==> config.mk <==
export PLATFORM = sky130hd
export DESIGN_NAME = cam_init_seq_flat
export DESIGN_NICKNAME = d
export VERILOG_FILES = /design/src/rtl/cam_init_seq_pkg.sv /design/src/rtl/cam_init_seq_if.sv /design/src/rtl/cam_init_seq.sv /design/src/flat_wrapper.sv
export SDC_FILE = /design/constraint.sdc
export NUM_CORES = 1
export LEC_CHECK = 0
export CAP_MARGIN = 20
export CORE_UTILIZATION = 57
export CTS_CLUSTER_SIZE = 20
export DETAILED_ROUTE_END_ITERATION = 8
export GPL_ROUTABILITY_DRIVEN = 0
export GPL_TIMING_DRIVEN = 0
export PLACE_DENSITY = 0.89
export RECOVER_POWER = 50
export SKIP_CTS_REPAIR_TIMING = 1
export SLEW_MARGIN = 20
export SYNTH_ARGS = -nofsm -noshare
export SYNTH_HDL_FRONTEND = slang
export SYNTH_SLANG_ARGS = --single-unit
export TNS_END_PERCENT = 50
==> constraint.sdc <==
create_clock -name meg25 -period 2.94 [get_ports meg25]
set_input_delay 0.588 -clock meg25 [delete_from_list [all_inputs] [get_ports meg25]]
set_output_delay 0.588 -clock meg25 [all_outputs]
set_load 0.1 [all_outputs]
==> src/rtl/cam_init_seq_pkg.sv <==
// Shared types and constants for the camera register-init sequencer.
package cam_init_seq_pkg;

  localparam int unsigned ENTRY_W  = 24;
  localparam int unsigned ADDR_MSB = 23;
  localparam int unsigned ADDR_LSB = 8;
  localparam int unsigned DATA_MSB = 7;
  localparam int unsigned DATA_LSB = 0;

  // An entry whose register-address field equals this marker is a millisecond delay, not a write.
  localparam logic [15:0] DELAY_MARKER = 16'hFFFF;

  typedef logic [ENTRY_W-1:0] entry_t;

  typedef enum logic [3:0] {
    StIdle,
    StPwrup,
    StFetch,
    StLatch,
    StDelay,
    StClr,
    StSend,
    StRelease,
    StCheck,
    StGap,
    StNext,
    StDone,
    StErr
  } seq_state_e;

  function automatic logic is_delay(entry_t e);
    return e[ADDR_MSB:ADDR_LSB] == DELAY_MARKER;
  endfunction

endpackage

==> src/rtl/cam_init_seq_if.sv <==
// Handshake between the init sequencer (master) and the 24-bit I2C write engine (slave).
interface cam_init_seq_if;
  import cam_init_seq_pkg::*;

  entry_t i2c_send_dat;
  logic   i2c_sendit;
  logic   i2c_done;
  logic   i2c_ack;
  logic   i2c_reset;

  modport master (
    output i2c_send_dat,
    output i2c_sendit,
    output i2c_reset,
    input  i2c_done,
    input  i2c_ack
  );

  modport slave (
    input  i2c_send_dat,
    input  i2c_sendit,
    input  i2c_reset,
    output i2c_done,
    output i2c_ack
  );

endinterface

==> src/rtl/cam_init_seq.sv <==
// Camera register-init sequencer: waits out power-up, then walks the entry ROM issuing one I2C
// write per entry, honouring delay entries, NACK retries and a per-attempt timeout.
module cam_init_seq
  import cam_init_seq_pkg::*;
#(
  parameter int unsigned NUM_REGS       = 64,
  parameter int unsigned ROM_AW         = 6,
  parameter int unsigned POWERUP_CYCLES = 2_500_000,
  parameter int unsigned MS_CYCLES      = 25_000,
  parameter int unsigned RETRY_MAX      = 3,
  parameter int unsigned TIMEOUT_CYCLES = 250_000,
  parameter int unsigned GAP_CYCLES     = 2_500
) (
  input  logic              meg25,
  input  logic              reset_n,
  input  logic              start,
  output logic [ROM_AW-1:0] rom_addr,
  input  entry_t            rom_data,
  cam_init_seq_if.master    i2c,
  output logic              busy,
  output logic              cfg_done,
  output logic              cfg_err,
  output logic [ROM_AW-1:0] err_index
);

  localparam int unsigned DelayMax = 255 * MS_CYCLES;
  localparam int unsigned Max1     = (POWERUP_CYCLES > DelayMax) ? POWERUP_CYCLES : DelayMax;
  localparam int unsigned Max2     = (Max1 > TIMEOUT_CYCLES) ? Max1 : TIMEOUT_CYCLES;
  localparam int unsigned CntMax   = (Max2 > GAP_CYCLES) ? Max2 : GAP_CYCLES;
  localparam int unsigned CntW     = $clog2(CntMax + 1);
  localparam int unsigned RetryW   = (RETRY_MAX > 0) ? $clog2(RETRY_MAX + 1) : 1;

  localparam logic [CntW-1:0]   PwrupCnt = CntW'(POWERUP_CYCLES);
  localparam logic [CntW-1:0]   GapCnt   = CntW'(GAP_CYCLES);
  localparam logic [CntW-1:0]   MsCnt    = CntW'(MS_CYCLES);
  localparam logic [CntW-1:0]   TmoLast  = CntW'(TIMEOUT_CYCLES - 1);
  localparam logic [RetryW-1:0] RetryMax = RetryW'(RETRY_MAX);
  localparam logic [ROM_AW-1:0] LastIdx  = ROM_AW'(NUM_REGS - 1);

  seq_state_e        state_q, state_d;
  logic              start_q, start_edge;
  logic [CntW-1:0]   cnt_q, cnt_d, tmo_q, tmo_d;
  logic              tmo_flag_q, tmo_flag_d;
  logic              gap_retry_q, gap_retry_d;
  logic [RetryW-1:0] retry_q, retry_d;
  logic [ROM_AW-1:0] idx_q, idx_d, err_idx_q, err_idx_d;
  entry_t            word_q, word_d;

  assign start_edge = start & ~start_q;

  always_ff @(posedge meg25 or negedge reset_n) begin
    if (!reset_n) begin
      state_q     <= StIdle;
      start_q     <= 1'b0;
      cnt_q       <= '0;
      tmo_q       <= '0;
      tmo_flag_q  <= 1'b0;
      gap_retry_q <= 1'b0;
      retry_q     <= '0;
      idx_q       <= '0;
      err_idx_q   <= '0;
      word_q      <= '0;
    end else begin
      state_q     <= state_d;
      start_q     <= start;
      cnt_q       <= cnt_d;
      tmo_q       <= tmo_d;
      tmo_flag_q  <= tmo_flag_d;
      gap_retry_q <= gap_retry_d;
      retry_q     <= retry_d;
      idx_q       <= idx_d;
      err_idx_q   <= err_idx_d;
      word_q      <= word_d;
    end
  end

  always_comb begin
    state_d     = state_q;
    cnt_d       = cnt_q;
    tmo_d       = tmo_q;
    tmo_flag_d  = tmo_flag_q;
    gap_retry_d = gap_retry_q;
    retry_d     = retry_q;
    idx_d       = idx_q;
    err_idx_d   = err_idx_q;
    word_d      = word_q;
    unique case (state_q)
      StIdle, StErr: begin
        if (start_edge) begin
          idx_d     = '0;
          retry_d   = '0;
          err_idx_d = '0;
          cnt_d     = PwrupCnt;
          state_d   = (POWERUP_CYCLES != 0) ? StPwrup : StFetch;
        end
      end
      // A completed run leaves the camera powered, so a restart goes straight to the table.
      StDone: begin
        if (start_edge) begin
          idx_d   = '0;
          retry_d = '0;
          state_d = StFetch;
        end
      end
      StPwrup: begin
        if (cnt_q <= CntW'(1)) state_d = StFetch;
        else                   cnt_d   = cnt_q - CntW'(1);
      end
      StFetch: state_d = StLatch;
      StLatch: begin
        word_d = rom_data;
        if (is_delay(rom_data)) begin
          cnt_d   = CntW'(rom_data[DATA_MSB:DATA_LSB]) * MsCnt;
          state_d = (rom_data[DATA_MSB:DATA_LSB] == 8'd0) ? StNext : StDelay;
        end else begin
          state_d = StClr;
        end
      end
      StDelay: begin
        if (cnt_q <= CntW'(1)) state_d = StNext;
        else                   cnt_d   = cnt_q - CntW'(1);
      end
      StClr: begin
        tmo_d      = '0;
        tmo_flag_d = 1'b0;
        state_d    = StSend;
      end
      StSend: begin
        if (i2c.i2c_done) begin
          state_d = StRelease;
        end else if (tmo_q == TmoLast) begin
          tmo_flag_d = 1'b1;
          state_d    = StRelease;
        end else begin
          tmo_d = tmo_q + CntW'(1);
        end
      end
      StRelease: if (!i2c.i2c_done) state_d = StCheck;
      StCheck: begin
        cnt_d = GapCnt;
        if (!i2c.i2c_ack && !tmo_flag_q) begin
          gap_retry_d = 1'b0;
          state_d     = (GAP_CYCLES != 0) ? StGap : StNext;
        end else if (retry_q < RetryMax) begin
          retry_d     = retry_q + RetryW'(1);
          gap_retry_d = 1'b1;
          state_d     = (GAP_CYCLES != 0) ? StGap : StClr;
        end else begin
          err_idx_d = idx_q;
          state_d   = StErr;
        end
      end
      StGap: begin
        if (cnt_q <= CntW'(1)) state_d = gap_retry_q ? StClr : StNext;
        else                   cnt_d   = cnt_q - CntW'(1);
      end
      StNext: begin
        retry_d = '0;
        if (idx_q == LastIdx) begin
          state_d = StDone;
        end else begin
          idx_d   = idx_q + ROM_AW'(1);
          state_d = StFetch;
        end
      end
      default: state_d = StIdle;
    endcase
  end

  // Decoded from the async-reset state register, so sendit falls immediately on reset.
  assign i2c.i2c_send_dat = word_q;
  assign i2c.i2c_sendit   = (state_q == StSend);
  assign i2c.i2c_reset    = (state_q == StClr);

  assign rom_addr  = idx_q;
  assign err_index = err_idx_q;
  assign busy      = !(state_q inside {StIdle, StDone, StErr});
  assign cfg_done  = (state_q == StDone);
  assign cfg_err   = (state_q == StErr);

endmodule

==> src/flat_wrapper.sv <==
// flat-port wrapper written by rule: the top's interface ports become plain ports
module cam_init_seq_flat import cam_init_seq_pkg::*;
#(
  parameter int unsigned NUM_REGS       = 64,
  parameter int unsigned ROM_AW         = 6,
  parameter int unsigned POWERUP_CYCLES = 2_500_000,
  parameter int unsigned MS_CYCLES      = 25_000,
  parameter int unsigned RETRY_MAX      = 3,
  parameter int unsigned TIMEOUT_CYCLES = 250_000,
  parameter int unsigned GAP_CYCLES     = 2_500
)
  (meg25, reset_n, start, rom_addr, rom_data, busy, cfg_done, cfg_err, err_index, i2c_i2c_send_dat, i2c_i2c_sendit, i2c_i2c_reset, i2c_i2c_done, i2c_i2c_ack);
  cam_init_seq_if i2c_i ();
  input  logic meg25;
  input  logic reset_n;
  input  logic start;
  output logic [ROM_AW-1:0] rom_addr;
  input  entry_t rom_data;
  output logic busy;
  output logic cfg_done;
  output logic cfg_err;
  output logic [ROM_AW-1:0] err_index;
  output wire logic [$bits(i2c_i.i2c_send_dat)-1:0] i2c_i2c_send_dat;
  output wire logic [$bits(i2c_i.i2c_sendit)-1:0] i2c_i2c_sendit;
  output wire logic [$bits(i2c_i.i2c_reset)-1:0] i2c_i2c_reset;
  input wire logic [$bits(i2c_i.i2c_done)-1:0] i2c_i2c_done;
  input wire logic [$bits(i2c_i.i2c_ack)-1:0] i2c_i2c_ack;
  assign i2c_i2c_send_dat = i2c_i.i2c_send_dat;
  assign i2c_i2c_sendit = i2c_i.i2c_sendit;
  assign i2c_i2c_reset = i2c_i.i2c_reset;
  assign i2c_i.i2c_done = i2c_i2c_done;
  assign i2c_i.i2c_ack = i2c_i2c_ack;
  cam_init_seq #(.NUM_REGS(NUM_REGS), .ROM_AW(ROM_AW), .POWERUP_CYCLES(POWERUP_CYCLES), .MS_CYCLES(MS_CYCLES), .RETRY_MAX(RETRY_MAX), .TIMEOUT_CYCLES(TIMEOUT_CYCLES), .GAP_CYCLES(GAP_CYCLES)) u_core (.meg25(meg25), .reset_n(reset_n), .start(start), .rom_addr(rom_addr), .rom_data(rom_data), .i2c(i2c_i), .busy(busy), .cfg_done(cfg_done), .cfg_err(cfg_err), .err_index(err_index));
endmodule
==> results of run 1 <==
## cell type report
class | instances | area (um2) | share of cell area [%]
multi-input cells | 568 | 4270 | 53.8
flip-flops and latches | 91 | 2280 | 28.7
repair buffers | 88 | 827 | 10.4
well taps | 136 | 170 | 2.14
clock buffers | 10 | 128 | 1.61
inverters | 24 | 97.6 | 1.23
plain buffers | 23 | 95.1 | 1.20
clock inverters | 6 | 76.3 | 0.961
## layer usage
| metal | wire (um) | up-vias | track usage, % | part of all wire (%) |
|---|---|---|---|---|
| met2 | 9820 | 392 | 53.6 | 51 |
| met5 | 0 | - | 0 | 0 |
| met3 | 1310 | 115 | 4.62 | 6.8 |
| met1 | 7010 | 2941 | 34.8 | 36 |
| met4 | 1120 | 0 | 11.7 | 5.8 |
| li1 | - | 2717 | - | - |
## synthesized netlist by cell type (5+ instances only)
cell / number
nand2_1: 110
dfrtp_1: 91
nor2_1: 70
o21ai_0: 69
ha_1: 62
a21oi_1: 38
inv_1: 23
xor2_1: 22
clkbuf_1: 19
xnor2_1: 19
nor3_1: 16
nand4_1: 15
nand3_1: 13
fa_1: 12
a31oi_1: 8
nor4_1: 8
o21a_1: 7
and3_1: 6
nor2b_1: 6
a21o_1: 5
## metrics by stage
stage                     hold slack (ns)  instance area [um2]
final                               0.424                 7940
after global routing                0.509                 7940
after CTS                           0.247                 7500
after detailed placement            0.466                 7290
after floorplan                     0.292                 6410
after global placement              0.459                 7270
## power by group through the flow
stage / combinational (W) / clock, W / sequential [W]
finish: 0.00567 / 0.000903 / 0.00194
global route: 0.00596 / 0.000963 / 0.00197
global placement: 0.00481 / 0 / 0.00192
floorplan: 0.00256 / 0 / 0.00309
CTS: 0.00499 / 0.000899 / 0.00192
detailed placement: 0.00496 / 0 / 0.00194
## logic make-up after synthesis
logic type	synth area share (%)
simple gates	20.4
compound gates	17.8
flops	36.3
fa+ha+maj	16.2
buf+inv	3.05
xor+xnor	5.73
mux	0.399
## how the worst max path moves through the flow
stage                 from                    endpoint  slack (ns)  cells past startpoint
2_1_floorplan  rom_data[4]            u_core.cnt_q[17]       -0.69                     14
3_3_place_gp       reset_n  u_core.i2c.i2c_send_dat[5]       -1.91                      1
3_5_place_dp   rom_data[2]            u_core.cnt_q[17]       -1.81                     14
4_1_cts        rom_data[2]            u_core.cnt_q[17]       -1.44                     14
5_1_grt        rom_data[2]            u_core.cnt_q[15]       -0.94                     16
6_report       rom_data[2]            u_core.cnt_q[15]       -0.91                     16
## state kept, by name, indices dropped and copies added, names as in the netlist
| signal | cells |
|---|---|
| u_core.err_index | 6 |
| u_core.i2c.i2c_send_dat | 24 |
| u_core.cnt_q | 23 |
| u_core.state_q | 4 |
| u_core.retry_q | 2 |
| u_core.tmo_flag_q | 1 |
| u_core.tmo_q | 23 |
| u_core.start_q | 1 |
| u_core.gap_retry_q | 1 |
| u_core.rom_addr | 6 |
## placed cells by master (no fill, tap or decap), types with 5 or more instances in the layout
cell	instances
nor2b_1	6
buf_4	18
o21ai_1	6
clkbuf_8	9
ha_4	19
and3_1	6
clkdlybuf4s50_1	54
fa_1	10
inv_1	19
a31oi_1	6
nand2_1	109
nor4_1	7
xnor2_1	16
xor2_1	20
ha_1	43
nand4_1	15
nor3_1	15
nand3_1	13
nor2_1	69
dfrtp_1	91
a21o_1	5
o21a_1	7
a21oi_1	31
clkbuf_1	21
clkbuf_2	7
o21ai_0	62
==> results.sh, run 1 <==
export IMPL_status="complete, but fails checks"
export IMPL_failed_checks="negative setup slack"
export IMPL_routed_wl_um=19300
export IMPL_grt_overflow_total=0
export IMPL_dp_cells=913
export IMPL_critPathArrivalTime_ns=4.11
export IMPL_fin_nets=908
export IMPL_cap_violations=0
export IMPL_fillers=678
export IMPL_cts_tree="done"
export IMPL_critPathSlowestCell="fa_1"
export IMPL_clkSinkCount=91
export IMPL_p_leak_nw=3.49
export IMPL_rr_endpoint="u_core.tmo_q[21]"
export IMPL_power_total_w=0.00851
export IMPL_layout_min_cycle_time_ns=3.85
export IMPL_dp_hpwl_um=12500
export IMPL_path_clk_slew_ns=0.10
export IMPL_synth_net_count=810
export IMPL_worst_slack_ns=-0.910
export IMPL_relSlewSlack_pct=22.9
export IMPL_avgViaCountPerCell=6.52
export IMPL_p_per_area_nw_per_um2=1070
export IMPL_clock_skew_ns=0.0190
export IMPL_io_pins=70
export IMPL_grt_pass1_wl_um=27000
export IMPL_routedWlPerCell_um=20.4
export IMPL_swShare_pct=55.3
export IMPL_crit_family="adder cells"
export IMPL_cpMostUsedCell="ha_4"
export IMPL_r2r_start="u_core.state_q[2]"
export IMPL_dr_pass1_iters=8
export IMPL_startpoint_type="input pin"
export IMPL_synth_distinct_cells=65
export IMPL_cp_max_fo=4
export IMPL_grt_max_degree=48
export IMPL_async_flop_share_pct=100
export IMPL_cts_made_buffers=9
export IMPL_fin_setup_tns_ns=-8.51
export IMPL_syn_area_per_cell_um2=8.86
export IMPL_die_x_um=107
export IMPL_grt_usage_pct=29.6
export IMPL_n_antenna_cell=0
export IMPL_critical_path_max_stage_delay_ns=0.58
export IMPL_critical_path_class="in -> reg"
export IMPL_fp_dieH_um=107
export IMPL_netSwitchingPower_w=0.00471
export IMPL_cp_cell_sequence="buf_12, ha_4, ha_4, inv_2, fa_1, inv_2, fa_1, ha_4, a211oi_4, buf_4, o21bai_4, a31o_2, a21oi_2, xor2_1, o32ai_1, a22o_1"
export IMPL_ys_seq_elements=91
export IMPL_final_cells=946
export IMPL_timing_fmax_ghz=0.260
export IMPL_setup_viol=15
export IMPL_antenna_found_initial=0
export IMPL_drc_errors=0
export IMPL_die_area_um2=11400
export IMPL_worst_slew_pin_slew_ns=1.16
export IMPL_cts_htree_levels=3
export IMPL_cp_num_buf_inv=4
export IMPL_drive_above_1_share_pct=14.3
export IMPL_synthTopCellsByArea="dfrtp_1 36%, ha_1 12%, nand2_1 6.6%"
export IMPL_r2r_cells=9
export IMPL_synth_area_leader_cell="dfrtp_1"
export IMPL_internal_power_w=0.00380
export IMPL_ant_nets=0
export IMPL_p_seq_share_pct=22.8
export IMPL_yosys_warnings=0
export IMPL_clk_path_buf_depth=2
export IMPL_r2r_slack_ns=-0.08
export IMPL_combPwrFrac_pct=66.6
export IMPL_cp_end_kind="flop"
export IMPL_core_area_um2=10500
export IMPL_syn_inst=707
export IMPL_drt_iter0_drc=954
export IMPL_synth_edf_count=0
export IMPL_synth_top_area_share_pct=36.3
export IMPL_post_place_ws_ns=-1.81
export IMPL_grt_pass1_vias=5897
export IMPL_rsz0062_at_grt="true"
export IMPL_syn_to_final_growth_pct=26.7
export IMPL_io_buffers=69
export IMPL_pwr_share_clk_pct=10.6
export IMPL_ir_worst_vdd_v=0.00118
export IMPL_worst_endpoint_required_ns=3.20
export IMPL_worstSkewPairLatency_ns=0.38
export IMPL_num_rows=37
export IMPL_syn_area_um2=6270
export IMPL_final_util_pct=75.6
export IMPL_hold_path_class="in -> async"
export IMPL_hold_violations=0
export IMPL_fin_crit_sh_pct=131
export IMPL_cts_root_buffer="clkbuf_8"
export IMPL_yosysSeqAreaShare_pct=36.3
export IMPL_initial_core_util_pct=59.6
export IMPL_routed_via_count=6165
export IMPL_maxSlewViolCount=0
export IMPL_synth_top_flop_cell="dfrtp_1"
Note: power is estimated with default switching activity, not from simulation.
==> run 2, diff against run 1 <==
--- a/config.mk
+++ b/config.mk
@@ -7,13 +7,14 @@
 export LEC_CHECK = 0
 export CAP_MARGIN = 20
 export CORE_UTILIZATION = 57
+export CTS_CLUSTER_DIAMETER = 150
 export CTS_CLUSTER_SIZE = 20
 export DETAILED_ROUTE_END_ITERATION = 8
 export GPL_ROUTABILITY_DRIVEN = 0
 export GPL_TIMING_DRIVEN = 0
+export HOLD_SLACK_MARGIN = 0.05
 export PLACE_DENSITY = 0.89
 export RECOVER_POWER = 50
-export SKIP_CTS_REPAIR_TIMING = 1
 export SLEW_MARGIN = 20
 export SYNTH_ARGS = -nofsm -noshare
 export SYNTH_HDL_FRONTEND = slang
==> run 2 against run 1 <==
The flow still finishes with violations (negative setup slack). Fmax up 0.32%. Die area unchanged. First-iteration DRC count down 9.1%. Largest power group unchanged.
==> results.sh, run 2 (synthesis results as in run 1) <==
export IMPL_num_rows=37
export IMPL_critPathArrivalTime_ns=4.10
export IMPL_cap_violations=0
export IMPL_worst_endpoint_required_ns=3.20
export IMPL_setup_viol=16
export IMPL_core_area_um2=10500
export IMPL_clkSinkCount=91
export IMPL_layout_min_cycle_time_ns=3.84
export IMPL_fp_dieH_um=107
export IMPL_maxSlewViolCount=0
export IMPL_drc_errors=0
export IMPL_antenna_found_initial=0
export IMPL_final_common_cell="nand2_1"
export IMPL_initial_core_util_pct=59.6
export IMPL_clock_skew_ns=0.0140
export IMPL_grt_pass1_wl_um=29300
export IMPL_fin_crit_sh_pct=131
export IMPL_use_met3_pct=5.29
export IMPL_routed_via_count=6242
export IMPL_worst_hold_slack_ns=0.433
export IMPL_dp_hpwl_um=12500
export IMPL_critical_path_max_stage_delay_ns=0.56
export IMPL_cts_root_buffer="clkbuf_8"
export IMPL_worstSkewPairLatency_ns=0.38
export IMPL_fin_setup_tns_ns=-8.88
export IMPL_worst_slew_pin_slew_ns=1.18
export IMPL_grt_pass1_vias=6169
export IMPL_hold_buffers=0
export IMPL_placed_cell_area_um2=7290
export IMPL_met1_usage_pct=36.4
export IMPL_grt_busiest_layer="met2"
export IMPL_startpoint_type="input pin"
export IMPL_critical_path_class="in -> reg"
export IMPL_ant_nets=0
export IMPL_cp_max_fo=2
export IMPL_hold_path_class="in -> async"
export IMPL_worst_slack_ns=-0.897
export IMPL_die_x_um=107
export IMPL_cts_htree_levels=3
export IMPL_cts_tree="done"
export IMPL_cp_cell_sequence="buf_12, ha_4, ha_4, inv_2, fa_1, inv_2, fa_2, ha_4, a211oi_4, o21bai_1, a31o_2, a21oi_2, xor2_2, o32ai_2, a22o_1"
export IMPL_cp_end_kind="flop"
export IMPL_drt_iter0_drc=867
export IMPL_final_util_pct=76.6
export IMPL_path_clk_slew_ns=0.10
export IMPL_use_met2_pct=59.6
export IMPL_hold_violations=0
export IMPL_largest_register_ffs=24
export IMPL_rr_endpoint="u_core.tmo_q[21]"
export IMPL_clk_path_buf_depth=2
export IMPL_failed_checks="negative setup slack"
export IMPL_grt_max_degree=48
export IMPL_routed_wl_um=19800
export IMPL_drive_above_1_share_pct=16.3
export IMPL_r2r_start="u_core.state_q[2]"
export IMPL_die_area_um2=11400
export IMPL_grt_usage_pct=32.7
export IMPL_final_cell_mix="109 x nand2_1, 91 x dfrtp_1, 68 x nor2_1"
export IMPL_critPathSlowestCell="fa_2"
export IMPL_routedWlPerCell_um=20.8
export IMPL_p_per_area_nw_per_um2=1080
export IMPL_ir_worst_vdd_v=0.00104
export IMPL_status="complete, but fails checks"
export IMPL_grt_overflow_total=0
export IMPL_syn_to_final_growth_pct=28.5
export IMPL_r2r_cells=9
export IMPL_stdcell_area_um2=8050
export IMPL_cpMostUsedCell="ha_4"
export IMPL_cts_made_buffers=9
export IMPL_p_leak_nw=3.51
export IMPL_timing_fmax_ghz=0.261
export IMPL_dr_pass1_iters=6
export IMPL_io_buffers=69
export IMPL_fin_nets=916
export IMPL_r2r_slack_ns=-0.09
export IMPL_rsz0062_at_grt="true"
export IMPL_n_antenna_cell=0
export IMPL_io_pins=70
export IMPL_avgViaCountPerCell=6.54
export IMPL_relSlewSlack_pct=21.3
[run 2: cell type report]
class	count	area, um2
Fill cell	661	2460
Clock inverter	6	76.3
Clock buffer	10	128
Timing Repair Buffer	95	908
Sequential cell	91	2280
Inverter	24	100
Tap cell	136	170
Buffer	24	100
Multi-Input combinational cell	568	4290
[run 2: what timing repair did]
| item | 4_1_cts | 5_1_grt |
|---|---|---|
| setup buffers | 12 | 15 |
| gates resized for setup | 112 | 33 |
| pin swaps | 39 | 28 |
| setup endpoints to repair | 26 | 27 |
[run 2: power by group]
group	switching, W	total, W	internal (W)
clock	0.000512	0.000916	0.000404
combinational	0.00397	0.00583	0.00186
sequential	0.000336	0.00196	0.00163
[run 2: routing by layer]
layer / wire [um] / share of wire [%]
met1: 7010 / 35
met2: 10200 / 51
met3: 1370 / 6.9
met4: 1310 / 6.6
met5: 0 / 0
[run 2: stage by stage]
stage          power, W  cells  setup WS [ns]
2_1_floorplan   0.00565    707         -0.690
3_3_place_gp    0.00672    912          -1.91
3_5_place_dp    0.00690    913          -1.81
4_1_cts         0.00813    941         -0.704
5_1_grt         0.00910    954         -0.962
6_report        0.00871    954         -0.897
[run 2: worst max-delay path by stage]
stage                           start                          to  cells after the start
after global placement        reset_n  u_core.i2c.i2c_send_dat[5]                      1
after detailed placement  rom_data[2]            u_core.cnt_q[17]                     14
after floorplan           rom_data[4]            u_core.cnt_q[17]                     14
after CTS                 rom_data[2]            u_core.cnt_q[21]                     16
after global routing      rom_data[2]            u_core.cnt_q[15]                     15
final                     rom_data[2]            u_core.cnt_q[15]                     15
[run 2: critical path, delay by kind of cell]
kind            cells  cell delay, ns
fa+ha+maj           5            1.81
xor+xnor            1            0.29
compound gates      6            1.23
buf+inv             3            0.19
==> run 3, diff against run 2 <==
--- a/config.mk
+++ b/config.mk
@@ -7,16 +7,16 @@
 export LEC_CHECK = 0
 export CAP_MARGIN = 20
 export CORE_UTILIZATION = 57
-export CTS_CLUSTER_DIAMETER = 150
+export CTS_CLUSTER_DIAMETER = 100
 export CTS_CLUSTER_SIZE = 20
 export DETAILED_ROUTE_END_ITERATION = 8
 export GPL_ROUTABILITY_DRIVEN = 0
 export GPL_TIMING_DRIVEN = 0
 export HOLD_SLACK_MARGIN = 0.05
-export PLACE_DENSITY = 0.89
+export PLACE_DENSITY = 0.81
 export RECOVER_POWER = 50
 export SLEW_MARGIN = 20
 export SYNTH_ARGS = -nofsm -noshare
 export SYNTH_HDL_FRONTEND = slang
 export SYNTH_SLANG_ARGS = --single-unit
-export TNS_END_PERCENT = 50
+export TNS_END_PERCENT = 5
==> run 3 against run 2 <==
The run ends with max-capacitance violations, max-slew violations, negative setup slack left. Power shrank 7.2%. Clock power shrank 11%. Die area is the same. Sequential cell count is the same. Hold slack gained 0.048 ns. Non-clock buffer count shrank 19. Highest routed layer unchanged. Worst setup slack gained 0.25 ns. Sequential share of layout area grew 1.2 points.
==> results.sh, run 3 (synthesis results as in run 1) <==
export IMPL_worst_slack_ns=-0.644
export IMPL_timing_fmax_ghz=0.279
export IMPL_cts_htree_levels=3
export IMPL_hold_path_class="reg -> reg"
export IMPL_critical_path_max_stage_delay_ns=0.53
export IMPL_final_util_pct=73.5
export IMPL_grt_overflow_total=0
export IMPL_power_total_w=0.00809
export IMPL_fp_dieH_um=107
export IMPL_final_cell_mix="109 x nand2_1, 91 x dfrtp_1, 69 x nor2_1"
export IMPL_failed_checks="max-capacitance violations, max-slew violations, negative setup slack"
export IMPL_crit_family="adder cells"
export IMPL_ir_worst_vdd_v=0.000986
export IMPL_dr_pass1_iters=7
export IMPL_final_cells=935
export IMPL_drc_errors=0
export IMPL_num_rows=37
export IMPL_r2r_cells=9
export IMPL_startpoint_type="input pin"
export IMPL_stdcell_area_um2=7720
export IMPL_path_depth=15
export IMPL_fin_nets=897
export IMPL_cts_tree="done"
export IMPL_path_clk_slew_ns=0.09
export IMPL_cpMostUsedCell="ha_4"
export IMPL_final_common_cell="nand2_1"
export IMPL_dp_hpwl_um=12200
export IMPL_initial_core_util_pct=59.6
export IMPL_drive_above_1_share_pct=12.0
export IMPL_p_leak_nw=3.38
export IMPL_cp_end_kind="flop"
export IMPL_internal_power_w=0.00363
export IMPL_cts_made_buffers=9
export IMPL_clkSinkCount=91
export IMPL_routed_via_count=5863
export IMPL_netSwitchingPower_w=0.00445
export IMPL_combPwrFrac_pct=66.1
export IMPL_critical_path_class="in -> reg"
export IMPL_largest_register_ffs=24
export IMPL_grt_usage_pct=29.7
export IMPL_io_buffers=69
export IMPL_io_pins=70
export IMPL_cp_cell_sequence="buf_12, ha_4, ha_4, inv_2, fa_1, inv_1, fa_1, ha_4, a211oi_4, o21ai_2, a311oi_4, a31oi_2, xor2_1, a21oi_1, o21ai_1"
export IMPL_die_x_um=107
export IMPL_antenna_found_initial=0
export IMPL_grt_pass1_wl_um=27000
export IMPL_routed_wl_um=16700
export IMPL_hold_violations=0
export IMPL_setup_viol=14
export IMPL_drt_iter0_drc=624
export IMPL_fin_crit_sh_pct=122
export IMPL_avgViaCountPerCell=6.27
export IMPL_worstSkewPairLatency_ns=0.38
export IMPL_dp_cells=913
export IMPL_relSlewSlack_pct=-21.9
export IMPL_cp_max_fo=5
export IMPL_worst_slew_pin_slew_ns=1.83
export IMPL_cts_root_buffer="clkbuf_8"
export IMPL_syn_to_final_growth_pct=23.2
export IMPL_placed_cell_area_um2=7270
export IMPL_n_antenna_cell=0
export IMPL_multi_input_area_um2=4170
export IMPL_worst_endpoint_required_ns=3.19
export IMPL_core_area_um2=10500
export IMPL_regArea_um2=2280
export IMPL_fillers=742
export IMPL_clk_path_buf_depth=2
export IMPL_critPathArrivalTime_ns=3.83
export IMPL_r2r_slack_ns=0.01
export IMPL_p_seq_share_pct=23.8
export IMPL_maxSlewViolCount=35
export IMPL_grt_max_degree=59
export IMPL_layout_min_cycle_time_ns=3.58
export IMPL_grt_pass1_vias=5704
export IMPL_status="complete, but fails checks"
export IMPL_rsz0062_at_grt="true"
export IMPL_cp_num_buf_inv=3
export IMPL_critPathSlowestCell="fa_1"
export IMPL_ant_nets=0
export IMPL_pwr_share_clk_pct=10.1
export IMPL_cap_violations=1
export IMPL_routedWlPerCell_um=17.8
export IMPL_hold_buffers=0
export IMPL_clock_skew_ns=0.0104
export IMPL_hold_depth=2
export IMPL_swShare_pct=55.0
export IMPL_die_area_um2=11400
export IMPL_p_per_area_nw_per_um2=1050
export IMPL_worst_hold_slack_ns=0.482
==> run 3: tightest hold or removal path: stages (launching register included) <==
cell and delay (ns):
dfrtp_1 0.35, nand2_1 0.05, nand2_1 0.05
==> run 3: area by class of cell <==
class	count	area share, %
Buffer	24	1.30
Clock inverter	5	0.454
Inverter	24	1.20
Sequential cell	91	29.5
Multi-Input combinational cell	568	54.0
Clock buffer	11	1.96
Tap cell	136	2.20
Timing Repair Buffer	76	9.41
==> run 3: per-layer routing <==
metal | GRT usage (%) | vias up | share of wire [%]
met5 | 0 | - | 0
li1 | - | 2696 | -
met2 | 48.8 | 263 | 50
met1 | 38.7 | 2859 | 41
met4 | 12.0 | 0 | 3.1
met3 | 5.59 | 45 | 5.9
==> run 3: metrics by stage <==
step | setup TNS (ns) | setup slack [ns]
final | -5.92 | -0.644
after global routing | -8.90 | -0.713
after CTS | -7.20 | -0.739
after detailed placement | -25.98 | -1.75
after global placement | -201.01 | -1.95
after floorplan | -6.63 | -0.694
==> run 3: path summary, 6_finish.rpt <==
kind / startpoint / to
setup reg to reg: u_core.state_q[2] / u_core.tmo_q[21]
setup / recovery: rom_data[2] / u_core.cnt_q[21]
max in group asynchronous: reset_n / u_core.i2c.i2c_send_dat[23]
min in group asynchronous: reset_n / u_core.err_index[4]
hold / removal: u_core.i2c.i2c_send_dat[16] / u_core.i2c.i2c_send_dat[16]
hold reg to reg: u_core.i2c.i2c_send_dat[16] / u_core.i2c.i2c_send_dat[16]
==> run 3: what timing repair did <==
| action | 4_1_cts | 5_1_grt |
|---|---|---|
| endpoints found under the hold margin | 0 | 0 |
| setup endpoints to repair | 26 | 25 |
| pin swaps | 16 | 37 |
| gates resized for setup | 65 | 47 |
| setup buffers | 2 | 4 |
==> run 3: power by group through the flow <==
| stage | Combinational (W) | Sequential (W) | Clock (W) |
|---|---|---|---|
| floorplan | 0.00254 | 0.00309 | 0 |
| global placement | 0.00484 | 0.00191 | 0 |
| detailed placement | 0.00495 | 0.00193 | 0 |
| CTS | 0.00509 | 0.00191 | 0.000825 |
| global route | 0.00571 | 0.00197 | 0.000881 |
| finish | 0.00535 | 0.00193 | 0.000813 |
==> RTL change 1 (settings of run 1) <==
Set the package constant `ENTRY_W` to 36 (it was 24).
--- a/src/rtl/cam_init_seq_pkg.sv
+++ b/src/rtl/cam_init_seq_pkg.sv
@@ -3,3 +3,3 @@
 
-  localparam int unsigned ENTRY_W  = 24;
+  localparam int unsigned ENTRY_W  = 36;
   localparam int unsigned ADDR_MSB = 23;
Ports: changed (resized i2c_i2c_send_dat and rom_data); port bits go from 70 to 94. The function was not compared with the original's and may differ.
==> RTL change 1 against run 1 <==
- the flow finishes with violations (DRC, capacitance limit, slew limit, setup timing)
- total power rose by 26%
- sequential cell count rose by 12
- worst setup slack improved by 0.20 ns
- clock skew fell by 0.0081 ns
- routed wire length rose by 2.8%
- core utilization rose by 0.43 points
- area after synthesis rose by 10%
- cell area rose by 11%
- critical path type unchanged
- highest routed layer unchanged
==> RTL change 1: results (changes against run 1) <==
[route]
route.detailed.drc = 2  ; +2
via_per_inst = 6.26  ; -4.0%
drt_pass1_iterations = 7  ; -1

[sta]
finalClockSkew_ns = 0.0108  ; -0.00812 ns
setup_ws_ns = -0.712  ; +0.197 ns
worstMarginPinSlew_ns = 2.24  ; +1.08 ns
setup_viol = 16  ; +1
slew_violations = 43  ; +43

[global_routing]
grt_pass1_wl_um = 29900  ; +11%
grt_pass1_vias = 6137  ; +4.1%
track_usage = 0.299  ; +0.00362

[outcome]
status = complete, but fails checks
violations = DRC, capacitance limit, slew limit, setup timing

[cells_and_area]
signal_buffers = 132  ; +19%
clock_buffers = 9  ; -1
drive_gt1_frac = 0.121  ; -0.0222
clkCellAreaFrac = 0.0357  ; +0.0100
multiInputGateArea_sq_um = 4490  ; +5.2%
largest_register_ff_count = 36  ; +50%
num-multi-input-gates = 628  ; +11%
register_area_sq_um = 2580  ; +13%

[worst_setup_path]
crit_path_max_fanout = 5  ; +1

[run]
maxCapViolations = 2  ; +2

[min_path]
hold_class = flop to flop

[place]
dpl.hpwl_um = 13300  ; +6.6%

[pwr]
vdd_drop_max_v = 0.000874  ; -26%

==> RTL change 1: cell types whose count changed in the layout (fill, tap and decap cells not counted), sizes merged, moves of 5 or more <==
cell,run 1,this run
a211oi,5,12
a21oi,38,31
clkdlybuf4s50,54,78
dfrtp,91,103
nand2,110,142
nand2b,4,9
nand3,13,24
nor3,16,21
xor2,22,12
==> RTL change 1: power groups by stage <==
| stage | Clock [W] | Combinational, W | Sequential [W] |
|---|---|---|---|
| floorplan | 0 | 0.00302 | 0.00444 |
| global placement | 0 | 0.00656 | 0.00239 |
| detailed placement | 0 | 0.00667 | 0.00240 |
| CTS | 0.00125 | 0.00672 | 0.00239 |
| global route | 0.00131 | 0.00744 | 0.00247 |
| finish | 0.00125 | 0.00706 | 0.00240 |
==> RTL change 1: worst paths after layout <==
kind / start / endpoint / slack (ns) / cells after the start
worst max register to register: u_core.tmo_q[0] / u_core.tmo_q[19] / 0.17 / 8
max in group asynchronous: reset_n / u_core.i2c.i2c_send_dat[30] / 0.28 / 2
min in group asynchronous: reset_n / u_core.cnt_q[9] / 0.88 / 1
worst max-delay path: rom_data[5] / u_core.cnt_q[22] / -0.71 / 12
worst min register to register: u_core.i2c.i2c_send_dat[33] / u_core.i2c.i2c_send_dat[33] / 0.48 / 2
worst min-delay path: u_core.i2c.i2c_send_dat[33] / u_core.i2c.i2c_send_dat[33] / 0.48 / 2
==> RTL change 1: kinds of logic after synthesis <==
logic type / Yosys count / share of synthesized area
and+or+nand+nor: 332 / 0.229
AOI/OAI and AO/OA: 187 / 0.175
DFF: 103 / 0.373
adders and majority gates: 74 / 0.147
buffers and inverters: 52 / 0.0318
xor gates and xnor gates: 31 / 0.0392
muxes: 4 / 0.00579
==> RTL change 1: per-layer routing <==
layer  share of wire  GRT usage
met1            0.42      0.395
met2            0.49      0.484
met3           0.064     0.0540
met4           0.035      0.135
met5               0          0
==> RTL change 1: worst max-delay path, cell delays in order <==
cell and delay [ns]:
clkbuf_4 0.16, ha_4 0.23, ha_1 0.25, fa_2 0.40, fa_1 0.61, ha_4 0.23, a211o_1 0.29, a211o_1 0.30
a221o_1 0.32, a41oi_2 0.21, xnor2_2 0.16, o221ai_1 0.14
==> RTL change 1: metrics by stage <==
stage | utilization | hold slack [ns] | cells | TNS [ns] | setup WS [ns]
after global routing | 0.760 | 0.494 | 1044 | -22.58 | -0.746
after global placement | 0.715 | 0.456 | 1019 | -289.14 | -2.63
after detailed placement | 0.718 | 0.461 | 1020 | -19.83 | -1.82
after floorplan | - | 0.292 | 783 | -5.22 | -0.790
final | 0.760 | 0.476 | 1044 | -6.15 | -0.712
after CTS | 0.745 | 0.145 | 1036 | -15.48 | -1.43
==> RTL change 2 (settings of run 1) <==
Without the edit above. Make the reset (`reset_n`) synchronous in one clocked block. Comments in the files are not updated.
--- a/src/rtl/cam_init_seq.sv
+++ b/src/rtl/cam_init_seq.sv
@@ -50,3 +50,3 @@
 
-  always_ff @(posedge meg25 or negedge reset_n) begin
+  always_ff @(posedge meg25) begin
     if (!reset_n) begin
Check against the original RTL: differs if reset_n is asserted again (counterexample within 4 cycles, from zero or initial values and one cycle with reset_n low); with reset_n held inactive, the same outputs for 10 cycles.
==> RTL change 2 against run 1 <==
- the run still ends with setup timing left
- cell area increased by 2.5%
- sequential cell count unchanged
- core utilization decreased by 1.2 points
- via count increased by 14%
- critical path depth decreased by 2
- worst setup slack got worse by 0.037 ns
- total power decreased by 18%
- routed wire length increased by 14%
- area after synthesis increased by 3.2%
- die area increased by 3.1%
- combinational power decreased by 28%
- critical path type unchanged
- largest power group unchanged
==> RTL change 2: results (changes against run 1) <==
[outcome]
status = complete, but fails checks
violations = setup timing

[logic_synthesis]
synth_common_cells = nand2_1 (99), dfxtp_1 (91), a21oi_1 (78), ha_1 (62), nor2_1 (59)
async_reset_ff_frac = 0  ; -1.00
ys_top_cells_by_area = dfxtp_1 (28%), ha_1 (12%), a21oi_1 (6.0%)
synth-main-ff-cell = dfxtp_1
ys_seq_area_frac = 0.282  ; -0.0816
synth.distinct_cells = 81  ; +25%
syn-num-nets = 893  ; +10%

[cells_and_area]
layout.nets = 984  ; +8.4%
drive_gt1_frac = 0.140  ; -0.00326

[route]
drt_pass1_iterations = 6  ; -2
drt_iter0_drc = 1035  ; +8.5%
via_per_inst = 6.86  ; +5.3%
finalWirelength_um = 22000  ; +14%

[worst_setup_path]
critical_path.startpoint = rom_data[6]
r2r_start = u_core.state_q[1]
crit_arrival_ns = 4.17  ; +0.06 ns
reg2reg_slack_ns = -0.16  ; -0.08 ns

[cts]
clk_latency_ns = 0.36  ; -0.02 ns
clock-root-buffer = clkbuf_16

[sta]
finalClockSkew_ns = 0.00688  ; -0.0121 ns
slew_headroom = 0.280  ; +0.0509
setup_viol = 23  ; +8
setup_ws_ns = -0.947  ; -0.0372 ns

[global_routing]
track_usage = 0.324  ; +0.0282
met1_usage = 0.409  ; +0.0611
grt_max_degree = 17  ; -65%
use_met3 = 0.0772  ; +0.0310
met2_usage = 0.523  ; -0.0133

[pwr]
vdd_drop_max_v = 0.000489  ; -59%

[place]
post-place-ws_ns = -1.82  ; -0.0119 ns
dpl.hpwl_um = 13500  ; +8.3%

[min_path]
hold_class = flop to flop

-- RTL change 2: cell count changes after synthesis, moves of 10 or more --
cell      before  now
a211oi_1       4   24
a21oi_1       38   78
dfrtp_1       91    0
dfxtp_1        0   91
nand2_1      110   99
nand3_1       13   29
nor2_1        70   59
o21ai_0       69   40
xnor2_1       19   29
xor2_1        22    1
-- RTL change 2: worst min path at each step --
stage                              from  cells past startpoint  slack (ns)             endpoint
floorplan              u_core.cnt_q[20]                      2        0.42     u_core.cnt_q[20]
global placement       u_core.cnt_q[20]                      2        0.43     u_core.cnt_q[20]
detailed placement     u_core.cnt_q[20]                      2        0.44     u_core.cnt_q[20]
CTS                    u_core.cnt_q[20]                      2        0.45     u_core.cnt_q[20]
global route           u_core.cnt_q[20]                      2        0.48     u_core.cnt_q[20]
finish              u_core.err_index[0]                      2        0.45  u_core.err_index[0]
-- RTL change 2: area by class of cell --
| cell class | instances | share of cell area |
|---|---|---|
| well taps | 140 | 0.0215 |
| plain buffers | 38 | 0.0211 |
| clock inverters | 6 | 0.00892 |
| clock buffers | 10 | 0.0294 |
| inverters | 31 | 0.0148 |
| repair buffers | 81 | 0.0952 |
| multi-input cells | 629 | 0.585 |
| flip-flops and latches | 91 | 0.224 |
-- RTL change 2: report_power, final --
| part | switching (W) | total (W) | internal (W) |
|---|---|---|---|
| Combinational | 0.00266 | 0.00411 | 0.00145 |
| Clock | 0.000535 | 0.00123 | 0.000693 |
| Sequential | 0.000198 | 0.00160 | 0.00140 |
-- RTL change 2: stage by stage --
step | cell area, sq um | instances
3_3_place_gp | 7520 | 999
3_5_place_dp | 7520 | 999
6_report | 8140 | 1026
5_1_grt | 8140 | 1026
2_1_floorplan | 6650 | 790
4_1_cts | 7830 | 1015
-- RTL change 2: worst max-delay path: stages --
cell	delay, ns
buf_12	0.08
clkinvlp_4	0.13
ha_4	0.26
ha_4	0.17
fa_1	0.59
fa_1	0.49
ha_1	0.36
buf_8	0.12
a21o_1	0.22
a31oi_4	0.13
nand3b_1	0.31
a2111oi_4	0.46
a211oi_2	0.09
o22ai_1	0.16
-- RTL change 2: logic make-up after synthesis --
family	count (synthesis)	synth area share
AOI/OAI and AO/OA	231	0.243
muxes	3	0.00465
DFF	91	0.282
xor gates and xnor gates	30	0.0406
adders and majority gates	74	0.157
buffers and inverters	70	0.0439
and+or+nand+nor	291	0.229
-- RTL change 2: per-layer routing --
| metal | wire length, um | part of all wire | up-vias |
|---|---|---|---|
| met3 | 2210 | 0.10 | 130 |
| met2 | 10100 | 0.46 | 521 |
| met5 | 0 | 0 | - |
| met4 | 1560 | 0.071 | 0 |
| met1 | 8120 | 0.37 | 3296 |
| li1 | - | - | 3095 |
